`src/rtl/res_tx_if.sv`:
```
// -----------------------------------------------------------------------------
// res_tx_if -- bus bundle for the res_tx parallel-to-serial transmitter.
//
// Signals:
//   data  [N-1:0]  parallel word to send; captured only when a start is accepted
//   start          transfer request, level-sampled on every rising clock edge
//   ready          high while a start will be accepted (transmitter idle)
//   sout           serial data bit, LSB first
//   sval           qualifies sout as a valid bit
//   done           one-cycle pulse marking the end of a transfer
//
// Modports:
//   master  -- drives data/start and observes the transmitter outputs
//   slave   -- the transmitter side (res_tx)
// -----------------------------------------------------------------------------
interface res_tx_if #(
    parameter int N = 4
);
    logic [N-1:0] data;
    logic         start;
    logic         ready;
    logic         sout;
    logic         sval;
    logic         done;

    modport master (
        output data,
        output start,
        input  ready,
        input  sout,
        input  sval,
        input  done
    );

    modport slave (
        input  data,
        input  start,
        output ready,
        output sout,
        output sval,
        output done
    );
endinterface

```
`src/rtl/res_tx.sv`:
```
// -----------------------------------------------------------------------------
// res_tx -- N-bit parallel-to-serial transmitter, LSB first.
//
// A start seen while idle captures the data word into a shift register. The
// word is then presented one bit per cycle on sout with sval high for exactly
// N cycles. A single DONE cycle follows with done high, after which the block
// returns to IDLE and raises ready again. A start arriving while busy is
// dropped, not queued.
//
// Ports:
//   clk   rising-edge clock for all state
//   rst   synchronous, active-high reset (forces IDLE, clears datapath)
//   bus   res_tx_if slave modport (data, start, ready, sout, sval, done)
//
// Every output comes straight from a flop. sout is bit 0 of the shift
// register: the register is zero in IDLE, and after N zero-filled shifts it is
// zero again by the time DONE is reached, so sout is 0 outside SHIFT without
// any gating.
// -----------------------------------------------------------------------------
module res_tx #(
    parameter int N = 4
) (
    input  logic     clk,
    input  logic     rst,
    res_tx_if.slave  bus
);

    // Counter wide enough to hold N itself, so it never wraps mid-transfer.
    localparam int CW = $clog2(N + 1);
    localparam logic [CW-1:0] LAST_IDX = CW'(N - 1);

    typedef enum logic [1:0] {
        IDLE  = 2'b00,
        SHIFT = 2'b01,
        DONE  = 2'b10
    } state_e;

    state_e          state_q;
    logic [N-1:0]    shreg_q;
    logic [CW-1:0]   cnt_q;
    logic            ready_q;
    logic            sval_q;
    logic            done_q;

    // Transfer FSM with its datapath and registered outputs.
    always_ff @(posedge clk) begin
        if (rst) begin
            state_q <= IDLE;
            shreg_q <= '0;
            cnt_q   <= '0;
            ready_q <= 1'b1;
            sval_q  <= 1'b0;
            done_q  <= 1'b0;
        end else begin
            case (state_q)
                IDLE: begin
                    if (bus.start && ready_q) begin
                        state_q <= SHIFT;
                        shreg_q <= bus.data;
                        cnt_q   <= '0;
                        ready_q <= 1'b0;
                        sval_q  <= 1'b1;
                        done_q  <= 1'b0;
                    end else begin
                        state_q <= IDLE;
                        shreg_q <= shreg_q;
                        cnt_q   <= cnt_q;
                        ready_q <= 1'b1;
                        sval_q  <= 1'b0;
                        done_q  <= 1'b0;
                    end
                end

                SHIFT: begin
                    // Zero fill leaves the register clear once all N bits are out.
                    shreg_q <= {1'b0, shreg_q[N-1:1]};
                    cnt_q   <= cnt_q + CW'(1);
                    ready_q <= 1'b0;
                    if (cnt_q == LAST_IDX) begin
                        // Bit N-1 has had its cycle on sout.
                        state_q <= DONE;
                        sval_q  <= 1'b0;
                        done_q  <= 1'b1;
                    end else begin
                        state_q <= SHIFT;
                        sval_q  <= 1'b1;
                        done_q  <= 1'b0;
                    end
                end

                DONE: begin
                    state_q <= IDLE;
                    shreg_q <= '0;
                    cnt_q   <= '0;
                    ready_q <= 1'b1;
                    sval_q  <= 1'b0;
                    done_q  <= 1'b0;
                end

                default: begin
                    // Unused encoding: recover to a clean IDLE.
                    state_q <= IDLE;
                    shreg_q <= '0;
                    cnt_q   <= '0;
                    ready_q <= 1'b1;
                    sval_q  <= 1'b0;
                    done_q  <= 1'b0;
                end
            endcase
        end
    end

    assign bus.ready = ready_q;
    assign bus.sval  = sval_q;
    assign bus.done  = done_q;
    assign bus.sout  = shreg_q[0];

endmodule

```
`src/flat_wrapper.sv`:
```
// flat-port wrapper written by rule: the top's interface ports become plain ports
module res_tx_flat 
#(
    parameter int N = 4
)
  (clk, rst, bus_data, bus_start, bus_ready, bus_sout, bus_sval, bus_done);
  res_tx_if #(.N(N)) bus_i ();
  input  logic clk;
  input  logic rst;
  input wire logic [$bits(bus_i.data)-1:0] bus_data;
  input wire logic [$bits(bus_i.start)-1:0] bus_start;
  output wire logic [$bits(bus_i.ready)-1:0] bus_ready;
  output wire logic [$bits(bus_i.sout)-1:0] bus_sout;
  output wire logic [$bits(bus_i.sval)-1:0] bus_sval;
  output wire logic [$bits(bus_i.done)-1:0] bus_done;
  assign bus_i.data = bus_data;
  assign bus_i.start = bus_start;
  assign bus_ready = bus_i.ready;
  assign bus_sout = bus_i.sout;
  assign bus_sval = bus_i.sval;
  assign bus_done = bus_i.done;
  res_tx #(.N(N)) u_core (.clk(clk), .rst(rst), .bus(bus_i));
endmodule
```
`config.mk`:
```
export PLATFORM = sky130hd
export DESIGN_NAME = res_tx_flat
export DESIGN_NICKNAME = d
export VERILOG_FILES = /design/src/rtl/res_tx_if.sv /design/src/rtl/res_tx.sv /design/src/flat_wrapper.sv
export SDC_FILE = /design/constraint.sdc
export NUM_CORES = 1
export LEC_CHECK = 0
export BUFFER_PORTS_ARGS = -buffer_cell sky130_fd_sc_hd__clkbuf_2
export CAP_MARGIN = 10
export CORE_AREA = 5 5 42 44
export DETAILED_ROUTE_END_ITERATION = 8
export DIE_AREA = 0 0 47 49
export SETUP_SLACK_MARGIN = 0.3
export SYNTH_ARGS = -nofsm -noshare
export SYNTH_HDL_FRONTEND = slang
export SYNTH_SLANG_ARGS = --single-unit
```
`constraint.sdc`:
```
create_clock -name clk -period 1.17 [get_ports clk]
set_input_delay 0.234 -clock clk [delete_from_list [all_inputs] [get_ports clk]]
set_output_delay 0.234 -clock clk [all_outputs]
set_load 0.1 [all_outputs]
```
* Word-level counts from Yosys, hierarchy flattened
Index checks and enable logic that the tools add are counted.
** Word-level totals
- Register bits :: 12
- Word-level logic and storage cells :: 27
** Cells by class
- Mux-type cells :: 13
- Add/subtract/negate cells :: 1
- Reduce and logical (&&, ||, !) cells :: 3
- Equal/unequal tests :: 3
- Bitwise operators :: 1
** Operators with widths (number)
- $pmux W4 S2 :: 1
- $pmux W3 S2 :: 1
- $mux W1 :: 5
- $mux W4 :: 1
- $pmux W1 S2 :: 2
- $pmux W2 S2 :: 1
- $add A3 B1 Y3 const B :: 1
- $eq A3 B2 Y1 const B :: 1
- $mux W3 :: 1
- $eq A2 B1 Y1 const B :: 1
- $logic_not A2 Y1 :: 1
- $mux W2 :: 1
- $ne A2 B1 Y1 const B :: 1
- $reduce_or A2 Y1 :: 1
- $logic_and A1 B1 Y1 :: 1
- $not A1 Y1 :: 1

* Logic depth before layout (Yosys ltp)
Gate-level depths: netlist (run 1).
- Depth after elaboration :: 3
- Mapped depth :: 4

* Worst setup path before layout (run 1)
Ideal clock, no wire load.
- Path kind :: register -> register
- From :: reg u_core.state_q[0]
- To :: reg u_core.state_q[0]
- Library setup time :: 62 ps
- Stages on the path, launching flop included :: 4
- Data arrival time :: 1619 ps
- Buffers on the path :: 0
- Setup slack :: -512 ps
- Cells stage by stage :: dfxtp_1 -> inv_2 -> mux2_4 -> nor2_2
** On the way
- Word-level cells in the longest chain between the ends :: 2
- Elaborated cells between the ends (all ways) :: 3
- Those cells by class :: eq/ne: 1; mux: 1; reduce/logical: 1
** Ends and longest elaborated chain
- start, declared :: line res_tx.sv:38 : state_e state_q;
- start signal, assigned :: line res_tx.sv:48 : state_q <= IDLE;
- start signal, assigned :: line res_tx.sv:58 : state_q <= SHIFT;
- start signal, assigned :: line res_tx.sv:65 : state_q <= IDLE;
- $eq A2 B1 Y1 / $logic_not A2 Y1 (equally long branches) :: line res_tx.sv:55 : case (state_q)
- $pmux W2 S2 * :: line res_tx.sv:55
Mark *: on every way between the ends. The rest lies on a longest branch, timed or not.
A chain may end at the register's enable or synchronous reset.

* Worst setup path in the final report (run 1)
- From :: reg u_core.cnt_q[1]
- To :: reg u_core.cnt_q[2]
** On the way
- Word-level cells in the longest chain between the ends :: 2
** Ends and longest elaborated chain
- start, declared :: line res_tx.sv:40 : logic [CW-1:0] cnt_q;
- start signal, assigned :: line res_tx.sv:67 : cnt_q <= cnt_q;
- start signal, assigned :: line res_tx.sv:77 : cnt_q <= cnt_q + CW'(1);
- $add A3 B1 Y3 :: line res_tx.sv:77
- $pmux W3 S2 :: line res_tx.sv:55
Every way passes these cells.

==> reports/results.txt, run 1 <==
WL/cell - 11.8 um
Cell-internal power - 0.000640 W
Syn_area_per_cell - 10.2 um2
Net Sw Power - 0.000292 W
Count of final setup violators - 0
Die height - 49 um
Cells after synthesis - 43
Aggregate global-route resource usage - 0.0977
Simple-Gate Fraction of Synth Area - 0.174
Total global routing overflow - 0
Count of placed standard cells in the final layout, fillers left out - 79
Most numerous cell types in the synthesized netlist - 11 x sky130_fd_sc_hd__dfxtp_1, 6 x sky130_fd_sc_hd__a21oi_1, 5 x sky130_fd_sc_hd__mux2i_1, 3 x sky130_fd_sc_hd__o21ai_0
Buffers added on ports - 10
Final Cycle Share - 0.920
Proportion of power drawn by flip-flops and latches - 0.448
Wire length of the first global-routing pass - 1.55 mm
Post-Place Setup Slack - 0.0819 ns
Initial antenna violation count - 0
Relative contribution of the clock network to total power - 0.277
Die footprint - 2300 um2
Compound-cell area share of the yosys netlist - 0.103
Maximum fanout count along the critical path - 2
Detailed placer's ending HPWL - 659 um
RSZ-0062 raised after global routing - yes
Cell row count - 14
Syn Std Cell Area - 439 um2
Cells taking the most area after synthesis - sky130_fd_sc_hd__dfxtp_1 50%, sky130_fd_sc_hd__mux2i_1 11%, sky130_fd_sc_hd__a21oi_1 6.8%, sky130_fd_sc_hd__ha_1 5.7%, sky130_fd_sc_hd__o21ai_0 3.4%
Total leakage power - 0.308 nW
DRC violation count after routing - 0
Max-cap viol count - 0
Share of cells above drive strength 1 - 0.619
GPL Wtd Cong - 0.644
Maximum VDD drop - 673 uV
Via count of the first global-routing pass - 353
Proportion of register bits with asynchronous set or reset after synthesis - 0
CP Capture Type - register
Combinational cell fraction of total power - 0.274
Via Count - 366
Placed cell count - 69
Worst-case headroom to the max-slew limit - 0.858
CTS Buffer Depth - 2
Cell at the root of the clock tree - sky130_fd_sc_hd__clkbuf_4
Sum of routed wire length over all layers - 933 um
Multiplexer share of the synthesized area - 0.148
Fmax achieved - 0.929 GHz
Data arrival time at the worst-slack endpoint - 1.28 ns
Number of sinks on the clock net - 11
Placed cell area - 623 um2
Layout overhead on the synthesized area - 69.2%
Final clock skew - 0.00487 ns
Post-synth net total - 52
Cell area after layout - 743 um2
Sequential area share after synthesis - 0.501
Count of nets after finishing - 73
Required @ worst endpoint - 1.38 ns
# diodes - 0
Post-route minimum period - 1.08 ns
Worst setup SP type - register
Clock latency on the worst-skew pair - 0.27 ns
Xor-xnor portion of the synthesized cell area - 0
Aggregate negative setup slack - 0 ns
Worst-Margin Slew - 0.212 ns
Sw Ratio - 0.313
Final hold violations - 0
Top-level I/O count - 11
Main combinational cell family by area after synthesis - simple AND/OR/NAND/NOR gates
Fill cell instance count of the final layout - 139
Warnings, synthesis - 0
Type of the worst setup path - register to register
Synth Area in Adders - 0.0570
Count of pins over their slew limit - 0
CTS clock-pin slew for the worst setup and hold paths - 0.07 ns
Primary flip-flop cell chosen by synthesis mapping - sky130_fd_sc_hd__dfxtp_1
Worst hold path class - input port to register
Portion of synthesized cell area occupied by the leading cell type - 0.501
Horizontal die dimension - 47 um
Number of DRC markers in iteration 0 - 0
Flip-flop and latch count after synthesis - 11
Pin count of the biggest net entering global routing - 9
PnR worst setup slack - 0.0932 ns
CTS tree - built
Number of levels the H-tree was split into - 1
Final design utilization - 0.530
Floorplan Core Area - 1400 um2
Initial core utilization - 0.313
CTS buffer count - 3
TritonRoute pass-1 iters - 1
Vias/cell - 4.63
Most numerous cell in the Yosys netlist - sky130_fd_sc_hd__dfxtp_1
Result of the run - completed
Library cells used by synthesis - 19
Power density cells - 1250 nW/um2
Yosys top cell by area - sky130_fd_sc_hd__dfxtp_1
Residual antenna-violating net count after detailed routing - 0
Number of synthesized flops with an enable pin - 0
==> metrics by stage <==
stage / hold slack (ns) / power, W
floorplan: 0.371 / 0.000563
global route: 0.220 / 0.000985
detailed placement: 0.481 / 0.000636
CTS: 0.229 / 0.000941
global placement: 0.476 / 0.000634
finish: 0.215 / 0.000932
==> sequential cells by signal, indices dropped and copies added (netlist names) <==
name              count
u_core.bus.ready      1
u_core.state_q        2
u_core.bus.done       1
u_core.cnt_q          3
u_core.shreg_q        4
==> worst paths after layout <==
check                       start          endpoint  slack, ns  depth (start not counted)
setup / recovery  u_core.cnt_q[1]   u_core.cnt_q[2]       0.09                          4
hold / removal                rst  u_core.bus.ready       0.21                          3
hold reg to reg   u_core.cnt_q[1]   u_core.cnt_q[1]       0.48                          2
setup reg to reg  u_core.cnt_q[1]   u_core.cnt_q[2]       0.09                          4
==> critical path, stage by stage, from the launching register on <==
cell and delay (ns):
sky130_fd_sc_hd__dfxtp_2 0.34, sky130_fd_sc_hd__ha_4 0.16, sky130_fd_sc_hd__ha_4 0.20, sky130_fd_sc_hd__or2b_1 0.23, sky130_fd_sc_hd__a21oi_2 0.10
==> final cells by class <==
class	instances	area (um2)	area share
multi-input cells	30	280	0.377
flip-flops and latches	11	233	0.313
repair buffers	16	170	0.229
clock buffers	3	22.5	0.0303
well taps	16	20.0	0.0269
inverters	2	12.5	0.0168
clock inverters	1	5.00	0.00673
==> cell families after synthesis <==
group,Yosys count
AND/OR/NAND/NOR,13
flip-flops,11
AO/OA/AOI/OAI,9
multiplexers,6
buffers and inverters,2
adder cells (fa/ha/maj),2
==> what timing repair did <==
action | 4_1_cts | 5_1_grt
hold buffers | 0 | 0
endpoints found under the hold margin | 0 | 0
setup buffers | 6 | 0
setup endpoints to repair | 12 | 15
gates resized for setup | 7 | 4
pin swaps | 4 | 1
==> power by group through the flow <==
stage	logic, W	clock network, W	registers, W
6_report	0.000255	0.000259	0.000418
5_1_grt	0.000269	0.000294	0.000421
4_1_cts	0.000250	0.000273	0.000418
3_5_place_dp	0.000199	0	0.000437
3_3_place_gp	0.000197	0	0.000437
2_1_floorplan	0.0000658	0	0.000497
==> placed cells by master, fill, tap and decap left out, drive strengths merged <==
| cell | Yosys | layout |
|---|---|---|
| buf | 0 | 10 |
| mux2i | 5 | 5 |
| o21ai | 3 | 3 |
| and3 | 2 | 2 |
| or2 | 1 | 1 |
| nor2 | 3 | 3 |
| or2b | 1 | 1 |
| nand2b | 1 | 1 |
| mux2 | 1 | 1 |
| ha | 2 | 2 |
| nor3 | 1 | 1 |
| a21oi | 6 | 6 |
| inv | 2 | 2 |
| nand3 | 1 | 1 |
| dfxtp | 11 | 11 |
| clkinv | 0 | 1 |
| nand2 | 2 | 2 |
| clkbuf | 0 | 9 |
| nand3b | 1 | 1 |
==> metal layers <==
layer	GRT usage	routed length (um)	up-vias	part of all wire
li1	-	-	190	-
met1	0.116	416	165	0.45
met2	0.140	462	7	0.50
met3	0.0332	35	4	0.038
met4	0.0691	20	0	0.021
met5	0	0	-	0
Note: power is estimated with default switching activity, not from simulation.
==> run 2, diff against run 1 <==
- ABC_AREA: not set -> 1
==> reports/results.txt, run 2 <==
Result of the run - completed (unchanged)
WP buf/inv - 1 (was 0)
Placed cell area - 638 um2 (was 623 um2)
Syn_area_per_cell - 7.41 um2 (was 10.2 um2)
Register with the highest flop count - u_core.shreg_q (unchanged)
CTS clock-pin slew for the worst setup and hold paths - 0.07 ns (about the same)
Number of DRC markers in iteration 0 - 4 (was 0)
Via Count - 481 (was 366)
Die footprint - 2300 um2 (unchanged)
Max-cap viol count - 0 (unchanged)
Placed cell count - 91 (was 69)
Aggregate negative setup slack - 0 ns (unchanged)
Power density cells - 1250 nW/um2 (about the same)
CTS Buffer Depth - 2 (unchanged)
Worst-Margin Slew - 0.206 ns (was 0.212 ns)
Number of sinks on the clock net - 11 (unchanged)
Warnings, synthesis - 0 (unchanged)
Fmax achieved - 0.951 GHz (was 0.929 GHz)
Hold slack final - 0.222 ns (was 0.215 ns)
Uppermost signal routing layer after detailed routing - met4 (unchanged)
Worst hold path class - input port to register (unchanged)
RSZ-0062 raised after global routing - yes (unchanged)
Top delay family on crit path - flip-flops (was adder cells)
Share of cells above drive strength 1 - 0.536 (was 0.619)
Buffers added on ports - 10 (unchanged)
Required @ worst endpoint - 0.94 ns (was 1.38 ns)
Maximum VDD drop - 748 uV (was 673 uV)
Total leakage power - 0.338 nW (was 0.308 nW)
Number of levels the H-tree was split into - 1 (unchanged)
Floorplan Core Area - 1400 um2 (unchanged)
Initial core utilization - 0.349 (was 0.313)
Proportion of register bits with asynchronous set or reset after synthesis - 0 (unchanged)
Final clock skew - 0.00159 ns (was 0.00487 ns)
# diodes - 0 (unchanged)
Top library cells by usage in the layout, fill and taps aside - 9 x sky130_fd_sc_hd__nand2_1, 8 x sky130_fd_sc_hd__nor2_1, 6 x sky130_fd_sc_hd__inv_1, 6 x sky130_fd_sc_hd__clkbuf_2 (was 6 x sky130_fd_sc_hd__clkbuf_2, 5 x sky130_fd_sc_hd__mux2i_1, 5 x sky130_fd_sc_hd__dfxtp_1)
TritonRoute pass-1 iters - 3 (was 1)
Initial antenna violation count - 0 (unchanged)
Vias/cell - 4.81 (was 4.63)
Worst setup SP type - register (unchanged)
Master of the slowest instance on the critical path - sky130_fd_sc_hd__dfxtp_4 (was sky130_fd_sc_hd__dfxtp_2)
Worst-case headroom to the max-slew limit - 0.861 (was 0.858)
Top-level I/O count - 11 (unchanged)
Cells after synthesis - 66 (was 43)
Horizontal die dimension - 47 um (unchanged)
Data arrival time at the worst-slack endpoint - 0.82 ns (was 1.28 ns)
Type of the worst setup path - register to primary output (was register to register)
Clock latency on the worst-skew pair - 0.27 ns (about the same)
Library cells used by synthesis - 12 (was 19)
Flip-flop and latch count after synthesis - 11 (unchanged)
Count of nets after finishing - 94 (was 73)
GPL Wtd Cong - 0.810 (was 0.644)
CTS tree - built (unchanged)
Cells along the critical path - buf_12 (was ha_4 > ha_4 > or2b_1 > a21oi_2)
Portion of synthesized cell area occupied by the leading cell type - 0.450 (was 0.501)
Fill cell instance count of the final layout - 144 (was 139)
WL/cell - 11.3 um (was 11.8 um)
Max FFs per register - 4 (unchanged)
Count of final setup violators - 0 (unchanged)
Sum of routed wire length over all layers - 1.13 mm (was 933 um)
Post-route minimum period - 1.05 ns (was 1.08 ns)
Cell row count - 14 (unchanged)
Multi-input gate area - 312 um2 (was 280 um2)
Count of pins over their slew limit - 0 (unchanged)
Most numerous cell types in the synthesized netlist - 15 x sky130_fd_sc_hd__nand2_1, 11 x sky130_fd_sc_hd__dfxtp_1, 9 x sky130_fd_sc_hd__inv_1, 8 x sky130_fd_sc_hd__nand3_1, 8 x sky130_fd_sc_hd__nor2_1 (was 11 x sky130_fd_sc_hd__dfxtp_1, 6 x sky130_fd_sc_hd__a21oi_1, 5 x sky130_fd_sc_hd__mux2i_1, 3 x sky130_fd_sc_hd__o21ai_0)
Pin count of the biggest net entering global routing - 9 (unchanged)
Cells taking the most area after synthesis - sky130_fd_sc_hd__dfxtp_1 45%, sky130_fd_sc_hd__nand2_1 12%, sky130_fd_sc_hd__nand3_1 8.2%, sky130_fd_sc_hd__inv_1 6.9%, sky130_fd_sc_hd__nor2_1 6.1% (was sky130_fd_sc_hd__dfxtp_1 50%, sky130_fd_sc_hd__mux2i_1 11%, sky130_fd_sc_hd__a21oi_1 6.8%, sky130_fd_sc_hd__ha_1 5.7%, sky130_fd_sc_hd__o21ai_0 3.4%)
Number of synthesized flops with an enable pin - 0 (unchanged)
Via count of the first global-routing pass - 451 (was 353)
Final Cycle Share - 0.899 (was 0.920)
Most common cell after layout, fill and taps aside - sky130_fd_sc_hd__nand2_1 (was sky130_fd_sc_hd__clkbuf_2)
Yosys top cell by area - sky130_fd_sc_hd__dfxtp_1 (unchanged)
Largest registers ranked by flip-flop count - u_core.shreg_q x4, u_core.cnt_q x3, u_core.state_q x2 (unchanged)
Routed met2 length - 576 um (was 462 um)
Register area - 239 um2 (was 233 um2)
Detailed placer's ending HPWL - 721 um (was 659 um)
Most numerous cell in the Yosys netlist - sky130_fd_sc_hd__nand2_1 (was sky130_fd_sc_hd__dfxtp_1)
Layout overhead on the synthesized area - 61.4% (was 69.2%)
CP max stage delay - 0.37 ns (was 0.34 ns)
Aggregate global-route resource usage - 0.117 (was 0.0977)
Cell at the root of the clock tree - sky130_fd_sc_hd__clkbuf_4 (unchanged)
Total global routing overflow - 0 (unchanged)
Die height - 49 um (unchanged)
Cell area after layout - 790 um2 (was 743 um2)
Maximum fanout count along the critical path - 2 (unchanged)
Syn Std Cell Area - 489 um2 (was 439 um2)
Final hold violations - 0 (unchanged)
Wire length of the first global-routing pass - 1.86 mm (was 1.55 mm)
DRC violation count after routing - 0 (unchanged)
Count of placed standard cells in the final layout, fillers left out - 100 (was 79)
CP Capture Type - primary output (was register)
Residual antenna-violating net count after detailed routing - 0 (unchanged)
Met1 wire length - 445 um (was 416 um)
Sequential area share after synthesis - 0.450 (was 0.501)
CTS buffer count - 3 (unchanged)
Post-synth net total - 75 (was 52)
Metal3 WL - 57 um (was 35 um)
Primary flip-flop cell chosen by synthesis mapping - sky130_fd_sc_hd__dfxtp_1 (unchanged)
-- run 2: changes by cell type after synthesis, moves of 2 or more --
| cell | change |
|---|---|
| sky130_fd_sc_hd__nand2_1 | +14 |
| sky130_fd_sc_hd__inv_1 | +8 |
| sky130_fd_sc_hd__nand3_1 | +7 |
| sky130_fd_sc_hd__nor2_1 | +6 |
| sky130_fd_sc_hd__mux2i_1 | -5 |
| sky130_fd_sc_hd__a21oi_1 | -2 |
| sky130_fd_sc_hd__and3_2 | -2 |
| sky130_fd_sc_hd__nand3b_1 | +2 |
| sky130_fd_sc_hd__nor4_1 | +2 |
| sky130_fd_sc_hd__o21ai_0 | -2 |
-- run 2: layout make-up --
| type | instances | area share |
|---|---|---|
| inverters | 9 | 0.0428 |
| multi-input cells | 45 | 0.395 |
| clock buffers | 4 | 0.0333 |
| repair buffers | 15 | 0.201 |
| flip-flops and latches | 11 | 0.303 |
| well taps | 16 | 0.0254 |
-- run 2: repair_timing --
| item | in CTS | in global routing |
|---|---|---|
| endpoints found under the hold margin | 0 | 0 |
| setup endpoints to repair | 15 | 14 |
| hold buffers | 0 | 0 |
| buffers inserted | 5 | 0 |
| pin swaps | 9 | 5 |
| gates resized for setup | 18 | 7 |
-- run 2: power by group --
part           switching [W]  internal (W)  total, W
registers          0.0000242      0.000399  0.000423
logic               0.000177      0.000123  0.000300
clock network       0.000128      0.000132  0.000260
total               0.000330      0.000654  0.000984
-- run 2: logic make-up (layout without fill, tap and decap cells) --
family	count (synthesis)	in the layout	share of synthesized area
DFF	11	11	0.450
adders and majority gates	2	2	0.0511
AOI/OAI and AO/OA	5	5	0.0511
buffers and inverters	10	28	0.0921
and+or+nand+nor	38	38	0.355
-- run 2: worst paths after layout --
| kind | start | cells past startpoint | to | slack, ns |
|---|---|---|---|---|
| worst max-delay path | u_core.bus.ready | 1 | bus_ready | 0.12 |
| worst min-delay path | bus_data[3] | 3 | u_core.shreg_q[3] | 0.22 |
| worst max register to register | u_core.state_q[0] | 7 | u_core.shreg_q[2] | 0.15 |
| worst min register to register | u_core.state_q[1] | 1 | u_core.state_q[1] | 0.48 |
-- run 2: stage by stage --
stage	util	power, W	worst slack, ns
final	0.563	0.000984	0.118
after global routing	0.563	0.00103	0.0780
after CTS	0.548	0.000979	0.113
after detailed placement	0.455	0.000675	0.108
after global placement	0.455	0.000675	0.142
after floorplan	-	0.000599	0.122
-- run 2: metal layers --
| layer | global-route usage | vias up |
|---|---|---|
| li1 | - | 248 |
| met4 | 0.111 | 0 |
| met2 | 0.181 | 10 |
| met1 | 0.124 | 219 |
| met3 | 0.0221 | 4 |
| met5 | 0 | - |
==> run 3, diff against run 2 <==
- CORE_AREA: 5 5 42 44 -> 2 2 39 41
- DIE_AREA: 0 0 47 49 -> 0 0 41 43
==> reports/results.txt, run 3 (synthesis results as in run 2) <==
Maximum fanout count along the critical path - 5 (was 2)
Final clock skew - 0.00733 ns (was 0.00159 ns)
WP buf/inv - 1 (unchanged)
Worst hold path class - input port to register (unchanged)
Cell row count - 14 (unchanged)
Max-cap viol count - 0 (unchanged)
Hold buffer count at CTS - 0 (unchanged)
Aggregate negative setup slack - 0 ns (unchanged)
CP max stage delay - 0.39 ns (was 0.37 ns)
Cell area after layout - 742 um2 (was 790 um2)
CTS tree - built (unchanged)
Max FFs per register - 4 (unchanged)
Register with the highest flop count - u_core.shreg_q (unchanged)
Top-level I/O count - 11 (unchanged)
Count of final setup violators - 0 (unchanged)
CP Capture Type - primary output (unchanged)
Type of the worst setup path - register to primary output (unchanged)
Final hold violations - 0 (unchanged)
Die height - 43 um (was 49 um)
Aggregate global-route resource usage - 0.156 (was 0.117)
Fmax achieved - 0.924 GHz (was 0.951 GHz)
Count of pins over their slew limit - 0 (unchanged)
Data arrival time at the worst-slack endpoint - 0.85 ns (was 0.82 ns)
Worst-Margin Slew - 0.237 ns (was 0.206 ns)
Placed cell count - 91 (unchanged)
Clock latency on the worst-skew pair - 0.28 ns (was 0.27 ns)
Worst-case headroom to the max-slew limit - 0.841 (was 0.861)
Number of DRC markers in iteration 0 - 4 (unchanged)
Total leakage power - 0.331 nW (was 0.338 nW)
Share of cells above drive strength 1 - 0.446 (was 0.536)
CTS clock-pin slew for the worst setup and hold paths - 0.08 ns (was 0.07 ns)
Die footprint - 1760 um2 (was 2300 um2)
Register area - 234 um2 (was 239 um2)
Fill cell instance count of the final layout - 135 (was 144)
Layout overhead on the synthesized area - 51.7% (was 61.4%)
Sum of routed wire length over all layers - 997 um (was 1.13 mm)
Via count of the first global-routing pass - 446 (was 451)
Placed cell area - 638 um2 (unchanged)
Pin count of the biggest net entering global routing - 9 (unchanged)
Final design utilization - 0.536 (was 0.563)
Power density cells - 1310 nW/um2 (was 1250 nW/um2)
Multi-input gate area - 279 um2 (was 312 um2)
GPL Wtd Cong - 0.732 (was 0.810)
Vias/cell - 4.66 (was 4.81)
Wire length of the first global-routing pass - 1.81 mm (was 1.86 mm)
Cells along the critical path - buf_12 (unchanged)
Most common cell after layout, fill and taps aside - sky130_fd_sc_hd__nand2_1 (unchanged)
Top library cells by usage in the layout, fill and taps aside - 12 x sky130_fd_sc_hd__nand2_1, 8 x sky130_fd_sc_hd__nand3_1, 8 x sky130_fd_sc_hd__nor2_1 (was 9 x sky130_fd_sc_hd__nand2_1, 8 x sky130_fd_sc_hd__nor2_1, 6 x sky130_fd_sc_hd__inv_1, 6 x sky130_fd_sc_hd__clkbuf_2)
Number of sinks on the clock net - 11 (unchanged)
Floorplan Core Area - 1380 um2 (was 1400 um2)
Detailed placer's ending HPWL - 718 um (was 721 um)
Initial antenna violation count - 0 (unchanged)
WL/cell - 10.1 um (was 11.3 um)
DRC violation count after routing - 0 (unchanged)
Final Cycle Share - 0.925 (was 0.899)
Result of the run - completed (unchanged)
Top delay family on crit path - flip-flops (unchanged)
Cell at the root of the clock tree - sky130_fd_sc_hd__clkbuf_4 (unchanged)
# diodes - 0 (unchanged)
Buffers added on ports - 10 (unchanged)
Largest registers ranked by flip-flop count - u_core.shreg_q x4, u_core.cnt_q x3, u_core.state_q x2 (unchanged)
CTS Buffer Depth - 2 (unchanged)
Total global routing overflow - 0 (unchanged)
Post-route minimum period - 1.08 ns (was 1.05 ns)
Count of nets after finishing - 93 (was 94)
RSZ-0062 raised after global routing - yes (unchanged)
Count of placed standard cells in the final layout, fillers left out - 99 (was 100)
Initial core utilization - 0.354 (was 0.349)
CTS buffer count - 3 (unchanged)
Residual antenna-violating net count after detailed routing - 0 (unchanged)
Worst setup SP type - register (unchanged)
Master of the slowest instance on the critical path - sky130_fd_sc_hd__dfxtp_4 (unchanged)
Via Count - 461 (was 481)
Number of levels the H-tree was split into - 1 (unchanged)
Horizontal die dimension - 41 um (was 47 um)
Required @ worst endpoint - 0.94 ns (about the same)
TritonRoute pass-1 iters - 4 (was 3)
Maximum VDD drop - 695 uV (was 748 uV)
run 3: cell count changes in the layout (fill, tap and decap cells not counted), sizes merged:
cell	delta
clkbuf	-1
buf	-1
clkinv	+1
run 3: per-layer routing:
metal	vias to the layer above	global-route usage	routed length, um
li1	246	-	-
met1	204	0.214	451
met2	7	0.203	484
met3	4	0.0471	32
met4	0	0.100	29
met5	-	0	0
run 3: final cells by class:
class / count / share of cell area
multi-input combinational: 45 / 0.376
sequential: 11 / 0.315
timing repair buffer: 14 / 0.199
inverter: 9 / 0.0455
clock buffer: 3 / 0.0304
tap: 16 / 0.0270
clock inverter: 1 / 0.00675
run 3: per-stage QoR:
stage	setup slack, ns	hold WS [ns]	power (W)
3_3_place_gp	0.119	0.473	0.000673
2_1_floorplan	0.122	0.293	0.000599
6_report	0.0874	0.204	0.000970
3_5_place_dp	0.0848	0.480	0.000676
5_1_grt	0.0623	0.213	0.00102
4_1_cts	0.0880	0.199	0.000964
run 3: where the power goes:
group,internal (W),switching (W),total [W]
combinational,0.000111,0.000163,0.000274
sequential,0.000403,0.0000249,0.000428
clock,0.000127,0.000141,0.000268
total,0.000641,0.000329,0.000970
run 3: final timing paths:
check | start | to | slack [ns] | depth (start not counted)
min | rst | u_core.state_q[0] | 0.20 | 2
max | u_core.state_q[0] | bus_sval | 0.09 | 1
max reg2reg | u_core.state_q[0] | u_core.shreg_q[0] | 0.13 | 7
min reg2reg | u_core.shreg_q[3] | u_core.shreg_q[3] | 0.49 | 2
run 3: timing repair:
item	in CTS	in global routing
setup endpoints to repair	15	15
buffers inserted	4	0
gates resized for setup	4	9
pin swaps	1	5
cloned	0	0
